===== src/rtl/sample_mul_acc_pipe.sv =====
// Pipelined signed multiply-accumulate with a global valid/ready stall.
// Optional wrap or saturating resize of the result to DOUT_WIDTH.
module sample_mul_acc_pipe #(
  parameter int DIN0_WIDTH = 11,
  parameter int DIN1_WIDTH = 11,
  parameter int DOUT_WIDTH = 11,
  parameter int NUM_STAGE  = 3,
  parameter int SAT_MODE   = 0,
  parameter int ACC_GUARD  = 8
) (
  input  logic                         ap_clk,
  input  logic                         ap_rst_n,
  input  logic                         in_valid,
  output logic                         in_ready,
  input  logic [DIN0_WIDTH-1:0]        din0,
  input  logic [DIN1_WIDTH-1:0]        din1,
  input  logic                         acc_en,
  input  logic                         acc_clr,
  output logic                         out_valid,
  input  logic                         out_ready,
  output logic signed [DOUT_WIDTH-1:0] dout,
  output logic                         ovf
);

  localparam int P = DIN0_WIDTH + DIN1_WIDTH;
  localparam int A = P + ACC_GUARD;

  typedef struct packed {
    logic         v;
    logic         en;
    logic         clr;
    logic [P-1:0] p;
  } stg_t;

  logic signed [P-1:0] a_x;
  logic signed [P-1:0] b_x;
  stg_t                s_in;
  stg_t                s_hd;

  assign in_ready = ~out_valid | out_ready;

  always_comb begin
    a_x = {{DIN1_WIDTH{din0[DIN0_WIDTH-1]}}, din0};
    b_x = {{DIN0_WIDTH{din1[DIN1_WIDTH-1]}}, din1};
    s_in.v   = in_valid;
    s_in.en  = acc_en;
    s_in.clr = acc_clr;
    s_in.p   = a_x * b_x;
  end

  // Stages 1..NUM_STAGE-1 carry the product; the last stage is the output register.
  if (NUM_STAGE == 1) begin : g_nopipe
    assign s_hd = s_in;
  end else begin : g_pipe
    stg_t q [NUM_STAGE-1];
    always_ff @(posedge ap_clk or negedge ap_rst_n) begin
      if (!ap_rst_n) begin
        for (int i = 0; i < NUM_STAGE-1; i++) q[i] <= '0;
      end else if (in_ready) begin
        q[0] <= s_in;
        for (int i = 1; i < NUM_STAGE-1; i++) q[i] <= q[i-1];
      end
    end
    assign s_hd = q[NUM_STAGE-2];
  end

  logic signed [A-1:0]          acc_q;
  logic signed [A-1:0]          pe;
  logic signed [A-1:0]          acc_new;
  logic signed [A-1:0]          v_pre;
  logic        [DOUT_WIDTH-1:0] res;
  logic                         ovf_n;

  always_comb begin
    pe      = A'($signed(s_hd.p));
    acc_new = s_hd.clr ? pe : acc_q + pe;
    v_pre   = s_hd.en ? acc_new : pe;
  end

  if (DOUT_WIDTH >= A) begin : g_ext
    always_comb begin
      res   = DOUT_WIDTH'(v_pre);
      ovf_n = 1'b0;
    end
  end else begin : g_rsz
    logic [A-DOUT_WIDTH:0] hi;
    logic                  fits;
    // Fits when every bit from the dout sign bit upward agrees.
    always_comb begin
      hi    = v_pre[A-1:DOUT_WIDTH-1];
      fits  = (&hi) | ~(|hi);
      ovf_n = ~fits;
      res   = v_pre[DOUT_WIDTH-1:0];
      if (SAT_MODE != 0 && !fits)
        res = v_pre[A-1] ? {1'b1, {(DOUT_WIDTH-1){1'b0}}}
                         : {1'b0, {(DOUT_WIDTH-1){1'b1}}};
    end
  end

  always_ff @(posedge ap_clk or negedge ap_rst_n) begin
    if (!ap_rst_n) begin
      out_valid <= 1'b0;
      dout      <= '0;
      ovf       <= 1'b0;
      acc_q     <= '0;
    end else if (in_ready) begin
      out_valid <= s_hd.v;
      if (s_hd.v) begin
        dout <= res;
        ovf  <= ovf_n;
        if (s_hd.en) acc_q <= acc_new;
      end
    end
  end

endmodule

===== config.mk =====
export PLATFORM = sky130hd
export DESIGN_NAME = sample_mul_acc_pipe
export DESIGN_NICKNAME = d
export VERILOG_FILES = /design/src/rtl/sample_mul_acc_pipe.sv
export SDC_FILE = /design/constraint.sdc
export NUM_CORES = 1
export LEC_CHECK = 0
export ABC_AREA = 1
export BUFFER_PORTS_ARGS = -buffer_cell sky130_fd_sc_hd__buf_2
export CAP_MARGIN = 40
export CORE_ASPECT_RATIO = 0.6
export CORE_MARGIN = 2
export CORE_UTILIZATION = 52
export CTS_BUF_LIST = sky130_fd_sc_hd__clkbuf_16
export DETAILED_ROUTE_END_ITERATION = 8
export GPL_ROUTABILITY_DRIVEN = 1
export GPL_TIMING_DRIVEN = 0
export HOLD_SLACK_MARGIN = 0.05
export PLACE_DENSITY = 0.71
export SYNTH_ARGS = -nofsm -noshare
export SYNTH_HDL_FRONTEND = slang
export SYNTH_SLANG_ARGS = --single-unit

===== constraint.sdc =====
create_clock -name ap_clk -period 2.3 [get_ports ap_clk]
set_clock_uncertainty 0.15 [all_clocks]
set_input_delay 0.23 -clock ap_clk [delete_from_list [all_inputs] [get_ports ap_clk]]
set_output_delay 0.23 -clock ap_clk [all_outputs]
set_load 0.01 [all_outputs]

After elaboration in Yosys (flattened, before gate mapping)
Index checks and enable logic that the tools add are counted.
Operators by class
  $add $sub $neg: 1
  multipliers: 1
  muxes and demuxes: 2
  bitwise operators: 5
  reductions and logical operators: 4
Operators by type and width (count)
  30-bit 2-to-1 mux: 2
  30-bit by 22-bit adder with 30-bit output: 1
  11-bit by 11-bit multiplier with 22-bit output: 1
  20-bit AND reduction: 1
  20-bit OR reduction: 1
  1-bit NOT: 3
  3-bit AND reduction: 1
  1-bit bitwise OR: 2
  2-bit AND reduction: 1
Word-level totals
  register bits: 93
  logic and storage cells: 25

Logic depth before layout (Yosys ltp)
Gate-level depths: netlist of run 1.
  word-level depth: 7
  depth in mapped cells: 28
  mapped depth without buffers: 27

Least setup slack after synthesis of run 1
Ideal clock, no wire load.
  path kind: input-to-reg
  start: input port din0[10]
  end: register g_pipe.q[46] (netlist name)
  library setup time: 0.141 ns
  arrival: 4.809 ns
  data required time: 2.009 ns
  slack: -2.800 ns
  stages: 19
  path through: clkbuf_1 > nand2_1 > fa_1 > inv_1 > fa_1 > inv_1 > fa_1 > inv_1 > fa_1 > inv_1 > fa_1 > inv_1 > ha_1 > nand2_1 > nor3_1 > nand4_1 > o211ai_1 > xnor2_1 > o21ai_0
On the way
  cells in the longest elaborated chain, start to end: 1
Ends and longest elaborated chain
  start, declared: line 15  | input logic [DIN0_WIDTH-1:0] din0,
  11-bit by 11-bit multiplier with 22-bit output: line 48  | s_in.p = a_x * b_x;
  end, declared: line 55  | stg_t q [NUM_STAGE-1];
Every way passes these cells.
A chain may end at the register's enable or synchronous reset.

Final worst setup path of run 1
Same ends and word-level chain as after synthesis.

==> metrics.csv, run 1 <==
metric;value;unit
maxSlewViolCount;0;
rr_worst_depth;16;
cap_viol_max_count;0;
start_kind;input port;
rows;41;
synth_largest_area_cell;fa_1;
hpwl;25100;µm
multi_input_area;8920;µm²
postRouteAntennaNets;0;
hold_viol_final;0;
fin_cells;2064;
grt_util_met2;0.420;
grt-ovfl-total;0;
avgSynthCellArea;7.00;µm²
end_kind;flip-flop;
clkTransAtPathRegs;60;ps
area_delta_synth_final;32.6;%
setup_viol;59;
slew-limit-headroom;0.522;
die_y;119;µm
holdCritPathClass;input port to flip-flop;
crit_arrival;4800;ps
numClockSinks;93;
synth_area_leaders;fa_1 21%, dfrtp_1 20%, nand2_1 18%;
ys_seq_area_frac;0.204;
synth-seq-cells;93;
required;2370;ps
antenna_found_initial;0;
die-area;23200;µm²
netlist_area;11400;µm²
synth_xor_area_frac;0.0169;
crit_path_max_fanout;5;
initial_core_util;0.536;
dp_cells;1950;
wl_per_cell;16.6;µm
holdPathStages;3;
fin_ws;-2430;ps
routed_via_density;5.30;
worst_pin_slew;717;ps
muxShareOfSynthArea;0.000987;
yosys.area_share.simple;0.279;
clockRootBuffer;clkbuf_16;
rsz0062_at_grt;true;
synth_ff_type;dfrtp_1;
grt_max_degree;68;
grt_pass1_vias;10487;
routed_wl;34200;µm
grt_pass1_wl;54300;µm
syn_nets;1851;
status;finished, violations left;
place_congestion;0.930;
clkLatencyLatePin;360;ps
period_minus_slack;4730;ps
synth_adder_area_share;0.290;
synth_most_common_cell;nand2_1;
port_buffers;41;
die_w;195;µm
core;21300;µm²
grt.busiest_layer;met1;
use_met1;0.471;
failed_checks;negative setup slack;
place_worst_setup_slack;-2980;ps
max_freq;0.212;GHz
drc;0;
async_flop_share;1.00;
nFillCells;1640;
grtUsageTotal;0.300;
io_pins;42;
initialDrtViolationCount;927;
final.period_utilization;2.06;
final_util;0.711;
dr.pass1.iters;8;
nets;2001;
synth.distinct_cells;38;
cts_made_buffers;9;
cts_buffer_depth;2;
synth_edf_count;0;
synth-compound-area-share;0.0703;
yosys-top-cells-count;554 x nand2_1, 356 x inv_1, 118 x fa_1;
yosysWarningCount;0;
vias;10939;
synth_top_family_by_area;adder cells;
yosys.area.top_type_share;0.207;
path_class;input port to flip-flop;
syn_inst;1629;
grt_use_met3;0.0799;
drive_gt1_frac;0.289;
ff_latch_area;2330;µm²
cts_max_level;3;
timing.hold.ws;104;ps
cts_tree;done;
-- logic make-up after synthesis --
family | after synthesis
adder cells (fa/ha/maj) | 194
AND/OR/NAND/NOR | 758
AO/OA/AOI/OAI | 144
multiplexers | 1
buffers and inverters | 417
XOR/XNOR | 22
flip-flops | 93
-- sequential cells by signal, summed over array words and instances (netlist names) --
signal     cells
acc_q         30
ovf            1
out_valid      1
g_pipe.q      50
dout          11
-- critical path, cell delays in order --
cell and delay, ps:
buf_8 80, clkbuf_16 160, nand2_2 80, fa_2 580, inv_4 60, buf_4 130
fa_1 460, fa_1 510, fa_1 490, inv_1 50, fa_1 480, inv_1 40
ha_1 350, a21oi_2 250, o21ai_1 150, a21oi_1 220, o211ai_1 190, xnor2_1 220
o21ai_1 80
-- path summary, 6_finish.rpt --
| path | from | to | slack, ps |
|---|---|---|---|
| setup / recovery | din0[10] | g_pipe.q[46] | -2430 |
| hold / removal | out_ready | g_pipe.q[46] | 100 |
| setup reg to reg | g_pipe.q[6] | ovf | -490 |
| hold reg to reg | g_pipe.q[24] | out_valid | 320 |
| max in group asynchronous | ap_rst_n | g_pipe.q[21] | 1080 |
| min in group asynchronous | ap_rst_n | g_pipe.q[3] | 220 |
-- cell usage in the layout, fill, tap and decap left out, drive strengths merged --
master / count
or2: 11
inv: 370
xnor2: 7
nand2: 572
nand3b: 6
a21o: 8
fa: 118
a31oi: 1
xor2: 15
nor3: 8
a21boi: 1
clkbuf: 46
ha: 76
dlygate4sd3: 4
and2: 2
clkinv: 4
nand3: 80
o21bai: 1
dfrtp: 93
o21ai: 63
bufinv: 2
mux2: 1
a21oi: 54
diode: 1
o211ai: 13
nand4: 10
buf: 146
nor2: 69
o31ai: 3
-- layout make-up --
cell class / instances / area share
buffer: 45 / 0.0355
clock buffer: 9 / 0.0149
timing repair buffer: 142 / 0.0839
multi-input combinational: 1119 / 0.590
sequential: 93 / 0.154
tap: 279 / 0.0231
inverter: 369 / 0.0921
clock inverter: 7 / 0.00645
antenna: 1 / 0.000165
-- metrics by stage --
step	instance area [µm²]	TNS [ps]
2_1_floorplan	12000	-30940
5_1_grt	15100	-52860
3_3_place_gp	12500	-59460
4_1_cts	14500	-38350
6_report	15100	-43590
3_5_place_dp	12500	-56630
-- timing repair --
item,4_1_cts,5_1_grt
setup endpoints to repair,68,61
hold buffers,4,0
setup buffers,72,18
resized for setup,221,131
pin swaps,101,87
hold endpoints to repair,65,0
cloned,6,1
-- routing by layer --
metal | vias up | wire length (µm)
met5 | - | 0
met4 | 0 | 303
met3 | 39 | 3640
met2 | 434 | 14000
met1 | 5282 | 16300
li1 | 5184 | -
Power of run 1 is not shown: default switching activity piles up to over one toggle a cycle in this logic, so the estimate is an artifact.
==> run 2, diff against run 1 <==
--- a/config.mk
+++ b/config.mk
@@ -17,6 +17,7 @@
 export GPL_TIMING_DRIVEN = 0
 export HOLD_SLACK_MARGIN = 0.05
 export PLACE_DENSITY = 0.71
+export RECOVER_POWER = 25
 export SYNTH_ARGS = -nofsm -noshare
 export SYNTH_HDL_FRONTEND = slang
 export SYNTH_SLANG_ARGS = --single-unit
==> constraint.sdc (replaced) <==
create_clock -name ap_clk -period 4.1 [get_ports ap_clk]
set_clock_uncertainty 0.15 [all_clocks]
set_input_delay 0.41 -clock ap_clk [delete_from_list [all_inputs] [get_ports ap_clk]]
set_output_delay 0.41 -clock ap_clk [all_outputs]
set_load 0.01 [all_outputs]
==> run 2 against run 1 <==
  * The run ends with max-capacitance violations, max-slew violations, negative setup slack left
  * Worst setup slack improved by 1600 ps
  * Final area fell by 8.7%
  * Flip-flop and latch count did not move
  * Sequential share of layout area is 1.4 points higher
  * Routed wire length down 7.8%
  * Global-route usage is 2.0 points lower
  * Worst hold slack better by 11 ps
  * Non-clock buffer count shrank 28
  * Critical path depth rose by 5
  * Register-to-register slack gained 1200 ps
==> metrics.csv, run 2 (synthesis results as in run 1) <==
metric;value;unit
failed_checks;max-capacitance violations, max-slew violations, negative setup slack;
grtUsageTotal;0.280;
final_cell_mix;524 x nand2_1, 332 x inv_1, 104 x fa_1, 93 x dfrtp_1, 64 x nand3_1;
status;finished, violations left;
initialDrtViolationCount;962;
final_common_cell;nand2_1;
core;21300;µm²
rows;41;
vias;10533;
setup_viol;13;
port_buffers;41;
path_cells;buf_6, buf_8, buf_6, nand2_4, fa_1, fa_2, fa_1, inv_1, fa_1, inv_1, fa_1, inv_2, ha_4, nand2_4, nor2_4, nand2_1, o211ai_1, a31oi_2, nor3_2, nor2_2, o21ai_2, or2_1, nand3_2, nand2_2;
period_minus_slack;4940;ps
slowest_stage;fa_1;
hold_viol_final;0;
end_kind;flip-flop;
area_delta_synth_final;21.1;%
grt_max_degree;50;
start_kind;input port;
diodes;0;
die_w;195;µm
wl_per_cell;15.5;µm
postRouteAntennaNets;0;
initial_core_util;0.536;
dpl_cell_area;12400;µm²
final_util;0.649;
top_register;g_pipe.q;
crit_path_max_fanout;7;
r2r-start;acc_q[0];
cts_tree;done;
die-area;23200;µm²
nets;1973;
clkTransAtPathRegs;70;ps
io_pins;42;
top_regs;g_pipe.q x50, acc_q x30, dout x11;
wl_met2;12600;µm
fin_area;13800;µm²
clkLatencyLatePin;350;ps
critPathLaunch;din0[7];
cap_viol_max_count;1;
crit_arrival;5020;ps
final.period_utilization;1.20;
clockRootBuffer;clkbuf_16;
routed_wl;31600;µm
cts_buffer_depth;2;
numClockSinks;93;
met1_length;15600;µm
antenna_found_initial;0;
max_stage_delay;580;ps
grt_pass1_wl;50900;µm
grt_pass1_vias;10090;
path_class;input port to flip-flop;
cp_common_cell;fa_1;
dr.pass1.iters;6;
drive_gt1_frac;0.193;
required;4180;ps
fin_ws;-836;ps
drc;0;
max_freq;0.203;GHz
rsz0062_at_grt;true;
worstHoldStart;in_valid;
hpwl;24900;µm
met3_length;3160;µm
slew-limit-headroom;-0.702;
place_congestion;0.913;
cts_made_buffers;9;
worst_pin_slew;2550;ps
die_y;119;µm
cts_max_level;3;
holdCritPathClass;input port to flip-flop;
routed_via_density;5.18;
maxSlewViolCount;45;
grt-ovfl-total;0;
topRoutingLayerUsed;met4;
largest_reg_flops;50;
nFillCells;1852;
[run 2: what timing repair did]
item / 4_1_cts / 5_1_grt
pin swaps: 61 / 58
endpoints found under the setup margin: 13 / 13
buffers inserted: 53 / 15
resized for setup: 112 / 49
cloned: 2 / 0
hold buffers: 1 / 0
hold endpoints to repair: 44 / 0
[run 2: cell type report]
class                           instances  area (µm²)  area share
Buffer                                 46         449      0.0325
Clock buffer                            9         225      0.0163
Clock inverter                          5        60.1     0.00435
Inverter                              369        1400       0.101
Multi-Input combinational cell       1119        8060       0.583
Sequential cell                        93        2330       0.168
Tap cell                              279         349      0.0253
Timing Repair Buffer                  113         952      0.0689
[run 2: path summary, 6_finish.rpt]
check	endpoint	cells past startpoint	slack (ps)
max in group asynchronous	acc_q[24]	2	1080
hold / removal	g_pipe.q[49]	3	110
hold reg to reg	g_pipe.q[41]	2	330
setup reg to reg	ovf	19	700
setup / recovery	g_pipe.q[44]	24	-840
min in group asynchronous	g_pipe.q[49]	2	1260
[run 2: critical path, delay by kind of cell]
kind / cells / cell delay, ps
AO/OA/AOI/OAI: 3 / 450
adder cells (fa/ha/maj): 6 / 2810
buffers and inverters: 6 / 470
AND/OR/NAND/NOR: 9 / 870
[run 2: stage by stage]
stage	setup TNS (ps)	std cells	hold WS, ps	worst slack (ps)
2_1_floorplan	-5210	1629	-35.6	-742
3_3_place_gp	-11150	1949	310	-1300
3_5_place_dp	-12100	1950	305	-1380
4_1_cts	-6010	2018	117	-717
5_1_grt	-9270	2033	136	-1000
6_report	-7250	2033	114	-836
[run 2: routing by layer]
layer | GRT usage | up-vias
met4 | 0.0224 | 0
li1 | - | 5117
met1 | 0.441 | 5019
met5 | 0 | -
met2 | 0.390 | 367
met3 | 0.0811 | 30
Power of run 2 is left out for the same reason.
==> run 3, diff against run 2 <==
--- a/config.mk
+++ b/config.mk
@@ -16,7 +16,7 @@
 export GPL_ROUTABILITY_DRIVEN = 1
 export GPL_TIMING_DRIVEN = 0
 export HOLD_SLACK_MARGIN = 0.05
-export PLACE_DENSITY = 0.71
+export PLACE_DENSITY = 0.69
 export RECOVER_POWER = 25
 export SYNTH_ARGS = -nofsm -noshare
 export SYNTH_HDL_FRONTEND = slang
==> constraint.sdc (replaced) <==
create_clock -name ap_clk -period 6 [get_ports ap_clk]
set_clock_uncertainty 0.15 [all_clocks]
set_input_delay 0.6 -clock ap_clk [delete_from_list [all_inputs] [get_ports ap_clk]]
set_output_delay 0.6 -clock ap_clk [all_outputs]
set_load 0.01 [all_outputs]
==> run 3 against run 2 <==
  * The run ends with max-capacitance violations, max-slew violations left
  * Via count shrank 3.8%
  * Final area shrank 11%
  * Non-clock buffer count shrank 74
  * Flip-flop and latch count stayed put
  * Clock-buffer cell count unchanged
  * Critical path depth down 1
  * Register-to-register slack better by 2000 ps
  * Global-route usage shrank 1.3 points
  * Sequential share of layout area increased by 2.1 points
  * Critical endpoint unchanged
  * Largest cell class unchanged
==> metrics.csv, run 3 (synthesis results as in run 1) <==
metric;value;unit
period_minus_slack;5760;ps
clockRootBuffer;clkbuf_16;
start_kind;input port;
holdPathStages;3;
cts_max_level;3;
cp_top_family;adder cells;
path_class;input port to flip-flop;
grt-ovfl-total;0;
die-area;23200;µm²
dpl_cell_area;12000;µm²
hpwl;24600;µm
cts_buffer_depth;2;
final_util;0.577;
rows;41;
grt_max_degree;64;
dr.pass1.iters;6;
p_int;3330;µW
end_kind;flip-flop;
die_w;195;µm
top_register;g_pipe.q;
cp_common_cell;fa_1;
slowest_stage;fa_1;
clkPwrFrac;0.082;
worst_pin_slew;2840;ps
maxSlewViolCount;96;
setup_viol;0;
drc;0;
crit_path_max_fanout;10;
path_buf_inv;5;
r2r_setup_slack;2650;ps
postRouteAntennaNets;0;
worstHoldStart;in_valid;
grt_pass1_wl;48700;µm
cts_tree;done;
r2r-start;g_pipe.q[0];
numClockSinks;93;
holdCritPathClass;input port to flip-flop;
initial_core_util;0.536;
antenna_found_initial;0;
peakVddDrop;0.376;mV
clkTransAtPathRegs;70;ps
die_y;119;µm
grtUsageTotal;0.267;
top_regs;g_pipe.q x50, acc_q x30, dout x11;
final_common_cell;nand2_1;
place_congestion;0.911;
largest_reg_flops;50;
cap_viol_max_count;2;
leakagePower;0.00716;µW
drive_gt1_frac;0.0785;
routed_wl;29200;µm
initialDrtViolationCount;992;
r2r_end;ovf;
path_cells;buf_2, clkbuf_1, nand2_1, fa_1, fa_1, fa_1, inv_1, fa_1, inv_1, fa_1, inv_1, ha_1, nand2_1, nor2_1, nand2_1, o211ai_1, a31oi_1, nor3_1, nor2_1, o21ai_1, or2_1, nand3_1, nand2_1;
p_per_area;605;nW/µm²
vias;10132;
grt_pass1_vias;9612;
routed_via_density;5.17;
failed_checks;max-capacitance violations, max-slew violations;
fin_area;12300;µm²
core;21300;µm²
required;6120;ps
max_stage_delay;580;ps
fin_ws;240;ps
clkLatencyLatePin;340;ps
wl_per_cell;14.9;µm
nets;1899;
combinationalPowerShare;0.764;
io_pins;42;
rsz0062_at_grt;false;
place_worst_setup_slack;-435;ps
final_cell_mix;554 x nand2_1, 357 x inv_1, 118 x fa_1, 93 x dfrtp_1, 76 x ha_1;
max_freq;0.174;GHz
crit_arrival;5880;ps
hold_viol_final;0;
slew-limit-headroom;-0.892;
cts_made_buffers;9;
status;finished, violations left;
final.period_utilization;0.960;
port_buffers;41;
p_switching;4100;µW
diodes;0;
area_delta_synth_final;7.62;%
whs_endpoint;g_pipe.q[49];
sequentialPowerShare;0.154;
p_sw_frac;0.552;
rr_worst_depth;19;
==> run 3: changes by cell type in the layout (fill, tap and decap cells not counted), sizes merged <==
cell,previous run,this run
clkinvlp,1,0
bufinv,1,2
dlymetal6s4s,0,1
buf,123,48
inv,368,369
==> run 3: worst min-delay path, delay by kind of cell <==
kind | cells | cell delay [ps]
buffers and inverters | 1 | 80
and+or+nand+nor | 2 | 90
==> run 3: metrics by stage <==
| stage | cells | hold WS (ps) | power, µW | setup TNS (ps) |
|---|---|---|---|---|
| finish | 1960 | 302 | 7430 | 0 |
| global route | 1960 | 301 | 8350 | 0 |
| CTS | 1966 | 299 | 7370 | 0 |
| detailed placement | 1950 | 311 | 6710 | -574 |
| floorplan | 1629 | 154 | 5380 | 0 |
| global placement | 1949 | 302 | 6590 | -482 |
==> run 3: final cells by class <==
| type | count | area [µm²] |
|---|---|---|
| clock inverters | 6 | 86.3 |
| plain buffers | 42 | 173 |
| multi-input cells | 1119 | 7510 |
| inverters | 369 | 1390 |
| well taps | 279 | 349 |
| fillers | 2067 | 9010 |
| clock buffers | 9 | 225 |
| flip-flops and latches | 93 | 2330 |
| repair buffers | 43 | 224 |
==> run 3: worst max-delay path by stage <==
stage                   from      endpoint  slack (ps)  cells past startpoint
floorplan           din0[10]  g_pipe.q[46]         530                     19
global placement    din0[10]  g_pipe.q[46]        -410                     20
detailed placement  din0[10]  g_pipe.q[46]        -440                     20
CTS                 din0[10]  g_pipe.q[46]          30                     20
global route         din0[5]  g_pipe.q[44]         0.3                     23
finish               din0[7]  g_pipe.q[44]         240                     23
==> run 3: timing repair <==
action                                  4_1_cts  5_1_grt
resized for setup                             1        4
buffers inserted                              0        0
endpoints found under the hold margin        10        0
hold buffers                                  1        0
endpoints found under the setup margin        1        3
==> run 3: metal layers <==
| metal | GRT usage | wire (µm) |
|---|---|---|
| met2 | 0.362 | 11000 |
| met3 | 0.0628 | 2890 |
| met1 | 0.440 | 15200 |
| met4 | 0.0167 | 91 |
| met5 | 0 | 0 |
==> run 3: power groups by stage <==
stage	sequential, µW	combinational [µW]	clock [µW]
after CTS	1140	5610	614
after floorplan	1100	4280	0
after detailed placement	1150	5550	0
final	1150	5670	606
after global placement	1150	5440	0
after global routing	1180	6520	645
Note: power is estimated with default switching activity, not from simulation.
